--- src/rtl/dff_skid.sv ---
// Two-entry registered skid buffer: valid/ready capture register with a skid slot,
// all handshake outputs registered so backpressure never forms a combinational path.
module dff_skid #(
    parameter int unsigned DATA_WIDTH = 8
) (
    input  logic                  clk,
    input  logic                  rst_n,
    input  logic                  s_valid,
    output logic                  s_ready,
    input  logic [DATA_WIDTH-1:0] s_data,
    input  logic [DATA_WIDTH-1:0] reset_data,
    output logic                  m_valid,
    input  logic                  m_ready,
    output logic [DATA_WIDTH-1:0] m_data,
    output logic [1:0]            occupancy
);

    typedef enum logic [1:0] {
        ST_EMPTY = 2'd0,
        ST_BUSY  = 2'd1,
        ST_FULL  = 2'd2
    } state_t;

    state_t                state_q;
    state_t                state_d;
    logic [DATA_WIDTH-1:0] out_q;
    logic [DATA_WIDTH-1:0] out_d;
    logic [DATA_WIDTH-1:0] skid_q;
    logic [DATA_WIDTH-1:0] skid_d;
    logic                  s_ready_d;
    logic                  m_valid_d;
    logic [1:0]            occupancy_d;
    logic                  in_xfer_c;
    logic                  out_xfer_c;

    assign in_xfer_c  = s_valid & s_ready;
    assign out_xfer_c = m_valid & m_ready;
    assign m_data     = out_q;

    // Next state, storage updates and next-cycle handshake decode
    always_comb begin
        state_d     = state_q;
        out_d       = out_q;
        skid_d      = skid_q;
        s_ready_d   = 1'b1;
        m_valid_d   = 1'b0;
        occupancy_d = 2'd0;

        case (state_q)
            ST_EMPTY: begin
                if (in_xfer_c) begin
                    out_d   = s_data;
                    state_d = ST_BUSY;
                end
            end
            ST_BUSY: begin
                if (in_xfer_c && out_xfer_c) begin
                    out_d = s_data;
                end else if (in_xfer_c) begin
                    skid_d  = s_data;
                    state_d = ST_FULL;
                end else if (out_xfer_c) begin
                    state_d = ST_EMPTY;
                end
            end
            ST_FULL: begin
                if (out_xfer_c) begin
                    out_d   = skid_q;
                    state_d = ST_BUSY;
                end
            end
            default: begin
                state_d = ST_EMPTY;
            end
        endcase

        case (state_d)
            ST_BUSY: begin
                s_ready_d   = 1'b1;
                m_valid_d   = 1'b1;
                occupancy_d = 2'd1;
            end
            ST_FULL: begin
                s_ready_d   = 1'b0;
                m_valid_d   = 1'b1;
                occupancy_d = 2'd2;
            end
            default: begin
                s_ready_d   = 1'b1;
                m_valid_d   = 1'b0;
                occupancy_d = 2'd0;
            end
        endcase
    end

    // State and storage registers; reset discards any handshake in that cycle
    always_ff @(posedge clk) begin
        if (!rst_n) begin
            state_q   <= ST_EMPTY;
            out_q     <= reset_data;
            skid_q    <= reset_data;
            s_ready   <= 1'b1;
            m_valid   <= 1'b0;
            occupancy <= 2'd0;
        end else begin
            state_q   <= state_d;
            out_q     <= out_d;
            skid_q    <= skid_d;
            s_ready   <= s_ready_d;
            m_valid   <= m_valid_d;
            occupancy <= occupancy_d;
        end
    end

endmodule
--- config.mk ---
export PLATFORM = sky130hd
export DESIGN_NAME = dff_skid
export DESIGN_NICKNAME = d
export VERILOG_FILES = /design/src/rtl/dff_skid.sv
export SDC_FILE = /design/constraint.sdc
export NUM_CORES = 1
export LEC_CHECK = 0
export ABC_AREA = 1
export ABC_CLOCK_PERIOD_IN_PS = 2000
export CAP_MARGIN = 20
export CELL_PAD_IN_SITES_DETAIL_PLACEMENT = 1
export CELL_PAD_IN_SITES_GLOBAL_PLACEMENT = 2
export CORE_MARGIN = 1
export CORE_UTILIZATION = 27
export DETAILED_ROUTE_END_ITERATION = 6
export PLACE_DENSITY_LB_ADDON = 0.1
export SETUP_SLACK_MARGIN = 0.4
export SYNTH_ARGS = -nofsm -noshare
export SYNTH_HDL_FRONTEND = slang
export SYNTH_SLANG_ARGS = --single-unit
--- constraint.sdc ---
create_clock -name clk -period 2 [get_ports clk]
set_input_delay 0.2 -clock clk [delete_from_list [all_inputs] [get_ports clk]]
set_output_delay 0.2 -clock clk [all_outputs]
set_load 0.01 [all_outputs]
==> results of run 1 <==
## synth_stat cells
master	number
nand2_4	1
ha_1	7
a21oi_1	1
inv_2	5
o21ai_1	11
nor2_2	1
inv_1	7
nor2_4	1
nor2_1	11
nand2_1	39
edfxtp_1	16
o21ai_0	7
buf_4	1
o22ai_1	1
dfxtp_1	6
buf_6	1
buf_2	1
nand2_2	4
nand3_1	3
## critical path, stage by stage, from the launching register on
cell and delay (ps):
dfxtp_2 340, inv_1 100, ha_1 190, o21ai_0 130, o21ai_2 370
## final cells by class
type | instances | area [um2]
flip-flops and latches | 22 | 606
fillers | 449 | 2250
clock buffers | 4 | 45.0
inverters | 12 | 45.0
repair buffers | 35 | 340
multi-input cells | 87 | 454
well taps | 48 | 60.1
## per-layer routing
| layer | share of wire | vias up | track usage | wire (um) |
|---|---|---|---|---|
| met5 | 0 | - | 0 | 0 |
| met1 | 0.45 | 426 | 0.153 | 1190 |
| met2 | 0.50 | 21 | 0.235 | 1320 |
| met3 | 0.042 | 5 | 0.0293 | 111 |
| li1 | - | 474 | - | - |
| met4 | 0.015 | 0 | 0.0559 | 41 |
## how the worst min path moves through the flow
stage / cells past startpoint / slack (ps) / start / end
after detailed placement: 2 / 580 / skid_q[0]$_DFFE_PP_ / m_data[0]$_DFFE_PP_
after CTS: 2 / 600 / skid_q[2]$_DFFE_PP_ / m_data[2]$_DFFE_PP_
after floorplan: 2 / 370 / rst_n / m_valid$_SDFF_PN0_
after global placement: 2 / 570 / skid_q[5]$_DFFE_PP_ / m_data[5]$_DFFE_PP_
final: 2 / 590 / skid_q[2]$_DFFE_PP_ / m_data[2]$_DFFE_PP_
after global routing: 2 / 610 / skid_q[2]$_DFFE_PP_ / m_data[2]$_DFFE_PP_
## power breakdown
part           switching [mW]  internal (mW)  leakage, nW
clock                   0.144          0.142       0.0228
sequential             0.0213          0.557        0.213
combinational           0.156          0.147        0.437
## flip-flops by register name, summed over array words and instances, names as in the netlist
name / cells
state_q: 2
occupancy: 2
s_ready: 1
m_valid: 1
m_data: 8
skid_q: 8
## kinds of logic after synthesis
family,synth area share
AO/OA/AOI/OAI,0.0909
AND/OR/NAND/NOR,0.230
adder cells (fa/ha/maj),0.0786
flip-flops,0.539
buffers and inverters,0.0617
## through the flow
step | total power, mW | hold WS (ps) | cells
after global routing | 1.24 | 614 | 208
after global placement | 0.888 | 567 | 203
after CTS | 1.18 | 599 | 207
after detailed placement | 0.890 | 578 | 203
final | 1.17 | 592 | 208
after floorplan | 0.741 | 373 | 124
## what timing repair did
item,CTS,global route
buffers inserted,0,1
pin swaps,0,1
gates resized for setup,2,4
hold buffers,0,0
setup endpoints to repair,16,18
==> reports/results.ini, run 1 <==
[run_status]
status=complete, no violations

[setup_path]
end_kind=flip-flop
cp.required_ps=1920
r2r_end=skid_q[3]$_DFFE_PP_
worstRegToRegCells=4
worstSetupEndpoint=skid_q[3]$_DFFE_PP_
crit_type=flip-flop to flip-flop
cp.arrival_ps=1400
r2r_start=state_q[1]$_SDFF_PN0_
cp-startpoint=state_q[1]$_SDFF_PN0_
cp_max_fo=8
cp-start-kind=flip-flop
timing.reg2reg.setup_slack_ps=520

[job]
cap_violations=0

[sta]
worst_slack_ps=521
fin_worst_skew_ps=4.65
setup_violations=0
hold_viol=0
fmax_mhz=676
slew_headroom=0.727
min_period_over_period=0.739
min_period_ps=1480
maxSlewViolCount=0
rsz0062_at_grt=no
worst_pin_slew_ps=409
fin_tns_setup_ps=0

[floorplan]
coreArea_mm2=0.00380
num_rows=22
initial_core_util=0.293
dieArea_mm2=0.00439
die_w_um=66.3
chipHeight_um=66.3
ios=32

[placement]
routabilityCongestion=0.793
dp_hpwl_um=1980
place_ws_ps=163
placed_cell_area_mm2=0.00148
portBuffers=31

[power]
power.density_mw_per_mm2=754
leakage_nw=0.672
peakVddDrop_uv=290

[global_route]
grt_max_degree=16
grt_pass1_wl_um=4200
grt_usage=0.133
gr-total-overflow=0
first_global_vias=928
antenna_found_initial=0

[drt]
ant_nets=0
wire_per_inst_um=12.8
drc=0
wl_um=2670
via_per_inst=4.45
route.vias.total=926
initialDrtViolationCount=44
dr.pass1.iters=4

[cells_and_area]
final_area_mm2=0.00155
final_core_util=0.408
area_growth_pct=39.1
final_common_cell=nand2_1
drive_gt1_frac=0.150
mostFrequentLayoutCells=38 x nand2_1, 31 x clkdlybuf4s50_1, 16 x edfxtp_1
nets=188
diodes=0

[clock_network]
clockBufferDepth=2
cts-htree-levels=1
clk_pin_slew_ps=80
cts.sinks=22
root_buffer=clkbuf_8
cts_made_buffers=3
clock_latency_ps=260
cts_tree=yes

[logic_synthesis]
synthDominantCellAreaShare=0.431
synth.net_count=151
ys_ff_latch=22
synth_area_leaders=edfxtp_1 43%, nand2_1 13%, dfxtp_1 11%
synth_top_area_cell=edfxtp_1
syn_area_mm2=0.00111
yosysWarnings=0
synth.avg_cell_area_um2=8.99
syn_inst=124
ys_types=19
synth_seq_area_share=0.539

[hold_path]
hp-class=flip-flop to flip-flop

Note: power is estimated with default switching activity, not from simulation.
==> run 2: changes to the inputs <==
Settings changed: ABC_CLOCK_PERIOD_IN_PS 2000 to 1500.
Clock period 2 ns to 1.5 ns, I/O delays scaled along.
==> run 2 against run 1 <==
Compared with the run above: global-route usage rose by 0.64 points; die area did not move; combinational power rose by 59%; fmax rose by 9.2%; clock skew rose by 2.6 ps; sequential share of layout area fell by 4.3 points; hold slack got worse by 270 ps; routed wire length rose by 4.9%; utilization rose by 5.2 points.
==> reports/results.ini, run 2 (same netlist as run 1, synthesis figures left out) <==
[setup_path]
cp.arrival_ps=1520
crit_type=flip-flop to flip-flop
cp.required_ps=1660
cp-start-kind=flip-flop
cp_max_fo=3
end_kind=flip-flop

[sta]
worst_slack_ps=146
fin_worst_skew_ps=7.26
rsz0062_at_grt=yes
slew_headroom=0.828
min_period_ps=1350
holdWs_ps=320
hold_viol=0
setup_violations=0
min_period_over_period=0.903
fmax_mhz=739
worst_pin_slew_ps=257
maxSlewViolCount=0

[placement]
routabilityCongestion=0.781
portBuffers=31
placed_cell_area_mm2=0.00155
place_ws_ps=-144
dp_hpwl_um=2090

[floorplan]
coreArea_mm2=0.00380
num_rows=22
die_w_um=66.3
ios=32
dieArea_mm2=0.00439
chipHeight_um=66.3
initial_core_util=0.293

[clock_network]
cts.sinks=22
cts_made_buffers=3
cts_tree=yes
clock_latency_ps=260
clk_pin_slew_ps=90
root_buffer=clkbuf_8
cts-htree-levels=1
clockBufferDepth=2
holdBufCountCts=0

[cells_and_area]
nets=196
diodes=0
drive_gt1_frac=0.298
final_area_mm2=0.00175
mostFrequentLayoutCells=32 x nand2_1, 18 x clkdlybuf4s50_1, 16 x edfxtp_1
final_common_cell=nand2_1
fillers=448
area_growth_pct=56.9

[global_route]
grt_usage=0.139
gr-total-overflow=0
grt_max_degree=14
antenna_found_initial=0
grt_pass1_wl_um=4490
first_global_vias=932

[drt]
ant_nets=0
dr.pass1.iters=4
wl_um=2800
wire_per_inst_um=13.0
route.vias.total=965
via_per_inst=4.47
initialDrtViolationCount=19
drc=0

[power]
leakage_nw=0.760
power.density_mw_per_mm2=1040
peakVddDrop_uv=439

[run_status]
status=complete, no violations

[job]
cap_violations=0

[hold_path]
hp-class=primary input to flip-flop

run 2: area by class of cell:
cell class | instances | area (um2) | area share
Inverter | 12 | 57.6 | 0.0329
Multi-Input combinational cell | 87 | 542 | 0.310
Sequential cell | 22 | 608 | 0.348
Timing Repair Buffer | 43 | 410 | 0.235
Tap cell | 48 | 60.1 | 0.0343
Clock buffer | 3 | 41.3 | 0.0236
Clock inverter | 1 | 30.0 | 0.0172
run 2: worst max-delay path, cell delays in order (launching register included):
cell	delay, ps
dfxtp_4	390
inv_4	50
ha_4	160
nand2_2	50
nand2_2	60
nand2_1	50
nand2_1	50
nand2_2	90
inv_2	60
ha_4	240
nor2_1	30
run 2: stage by stage:
step / instances / power (mW) / setup TNS (ps) / utilization
after floorplan: 124 / 1.01 / 0 / -
after global routing: 216 / 1.90 / 0 / 0.460
final: 216 / 1.81 / 0 / 0.460
after global placement: 205 / 1.21 / -1740 / 0.407
after CTS: 215 / 1.79 / 0 / 0.450
after detailed placement: 205 / 1.22 / -2360 / 0.407
run 2: layer usage:
metal	global-route usage	part of all wire	vias to the layer above
li1	-	-	487
met1	0.156	0.42	457
met2	0.260	0.54	17
met3	0.0155	0.031	4
met4	0.0638	0.016	0
met5	0	0	-
run 2: worst paths after layout:
path / start / endpoint / slack, ps / depth (start not counted)
min reg2reg: skid_q[3]$_DFFE_PP_ / m_data[3]$_DFFE_PP_ / 590 / 2
max: state_q[1]$_SDFF_PN0_ / m_valid$_SDFF_PN0_ / 150 / 10
max reg2reg: state_q[1]$_SDFF_PN0_ / m_valid$_SDFF_PN0_ / 150 / 10
min: rst_n / state_q[0]$_SDFF_PN0_ / 320 / 3
run 2: report_power, final:
group | internal (mW) | total, mW | switching (mW) | leakage [nW]
Clock | 0.356 | 0.556 | 0.199 | 0.0357
Sequential | 0.742 | 0.775 | 0.0333 | 0.213
Combinational | 0.236 | 0.482 | 0.246 | 0.511
run 2: timing repair:
item,4_1_cts,5_1_grt
resized for setup,29,14
setup buffers,6,1
setup endpoints to repair,42,43
pin swaps,13,12
==> run 3: changes to the inputs <==
Settings changed: SETUP_SLACK_MARGIN 0.4 to 0.2.
==> run 3 against run 2 <==
Compared with the run above: routed wire length up 11%; final cell count up 1.9%; critical path type unchanged; clock skew about the same; largest power group unchanged; utilization up 2.2 points; highest routed layer unchanged.
==> reports/results.ini, run 3 (same netlist as run 1, synthesis figures left out) <==
[cells_and_area]
nets=200
mostFrequentLayoutCells=29 x nand2_1, 22 x clkdlybuf4s50_1, 16 x edfxtp_1
final_common_cell=nand2_1
drive_gt1_frac=0.343
regArea_um2=608
area_growth_pct=64.3
fillers=430
multi_input_area_um2=572
diodes=0
fin_cells=220

[setup_path]
crit_type=flip-flop to flip-flop
cp_max_fo=4
end_kind=flip-flop
timing.reg2reg.setup_slack_ps=110
r2r_end=m_valid$_SDFF_PN0_
r2r_start=state_q[0]$_SDFF_PN0_
worstSetupEndpoint=m_valid$_SDFF_PN0_
cp-startpoint=state_q[0]$_SDFF_PN0_
cp.required_ps=1650
worstRegToRegCells=10
cp.arrival_ps=1540
cp-start-kind=flip-flop

[drt]
dr.pass1.iters=4
wl_um=3090
wire_per_inst_um=14.1
drc=0
initialDrtViolationCount=27
ant_nets=0
route.vias.total=1016
via_per_inst=4.62

[floorplan]
ios=32
die_w_um=66.3
chipHeight_um=66.3
dieArea_mm2=0.00439
num_rows=22
coreArea_mm2=0.00380
initial_core_util=0.293

[sta]
fin_tns_setup_ps=0
min_period_over_period=0.927
setup_violations=0
hold_viol=0
slew_headroom=0.821
maxSlewViolCount=0
fin_worst_skew_ps=7.08
worst_pin_slew_ps=268
min_period_ps=1390
fmax_mhz=719
rsz0062_at_grt=yes
holdWs_ps=560

[job]
cap_violations=0

[power]
p_total_mw=1.88
power.density_mw_per_mm2=1020
peakVddDrop_uv=580
leakage_nw=0.830

[run_status]
status=complete, no violations

[clock_network]
clockBufferDepth=2
cts_made_buffers=3
clock_latency_ps=260
cts_tree=yes
clk_pin_slew_ps=80
holdBufCountCts=0
cts-htree-levels=1
cts.sinks=22
root_buffer=clkbuf_8

[global_route]
first_global_vias=1001
grt_usage=0.150
gr-total-overflow=0
grt_max_degree=14
antenna_found_initial=0
grt_pass1_wl_um=4660

[placement]
place_inst=207
dp_hpwl_um=2130
routabilityCongestion=0.724
portBuffers=31

[hold_path]
hp-class=primary input to flip-flop

[run 3: metal layers]
layer / share of wire / global-route usage
met1: 0.41 / 0.160
met2: 0.54 / 0.282
met3: 0.039 / 0.0431
met4: 0.0074 / 0.0399
met5: 0 / 0
[run 3: timing repair]
action	CTS	global route
pin swaps	17	10
gates resized for setup	19	23
setup endpoints to repair	28	34
setup buffers	4	5
[run 3: how the worst min path moves through the flow]
stage / from / to / slack [ps] / cells after the start
3_3_place_gp: skid_q[5]$_DFFE_PP_ / m_data[5]$_DFFE_PP_ / 570 / 2
2_1_floorplan: rst_n / m_valid$_SDFF_PN0_ / 320 / 2
3_5_place_dp: skid_q[5]$_DFFE_PP_ / m_data[5]$_DFFE_PP_ / 580 / 2
5_1_grt: reset_data[6] / skid_q[6]$_DFFE_PP_ / 570 / 3
6_report: reset_data[6] / skid_q[6]$_DFFE_PP_ / 560 / 3
4_1_cts: reset_data[6] / skid_q[6]$_DFFE_PP_ / 550 / 3
[run 3: report_power, final]
part	internal [mW]	switching, mW
Sequential	0.742	0.0320
Clock	0.356	0.192
Combinational	0.279	0.276
[run 3: critical path, stage by stage (launching register included)]
cell     delay [ps]
dfxtp_4         390
inv_6            50
ha_4            160
nand2_2          70
nand2_2          70
nand2_2          70
nand2_2          60
nand2_4          70
inv_2            50
ha_4            250
nor2_1           30
[run 3: final cells by class]
| class | count | area share |
|---|---|---|
| multi-input cells | 87 | 0.312 |
| clock inverters | 1 | 0.0164 |
| inverters | 12 | 0.0301 |
| well taps | 48 | 0.0328 |
| repair buffers | 47 | 0.254 |
| flip-flops and latches | 22 | 0.332 |
| clock buffers | 3 | 0.0225 |
[run 3: stage by stage]
stage	util	area (um2)	worst slack, ps
2_1_floorplan	-	1160	169
3_3_place_gp	0.411	1560	-196
3_5_place_dp	0.411	1560	-213
4_1_cts	0.454	1720	76.0
5_1_grt	0.482	1830	52.5
6_report	0.482	1830	109
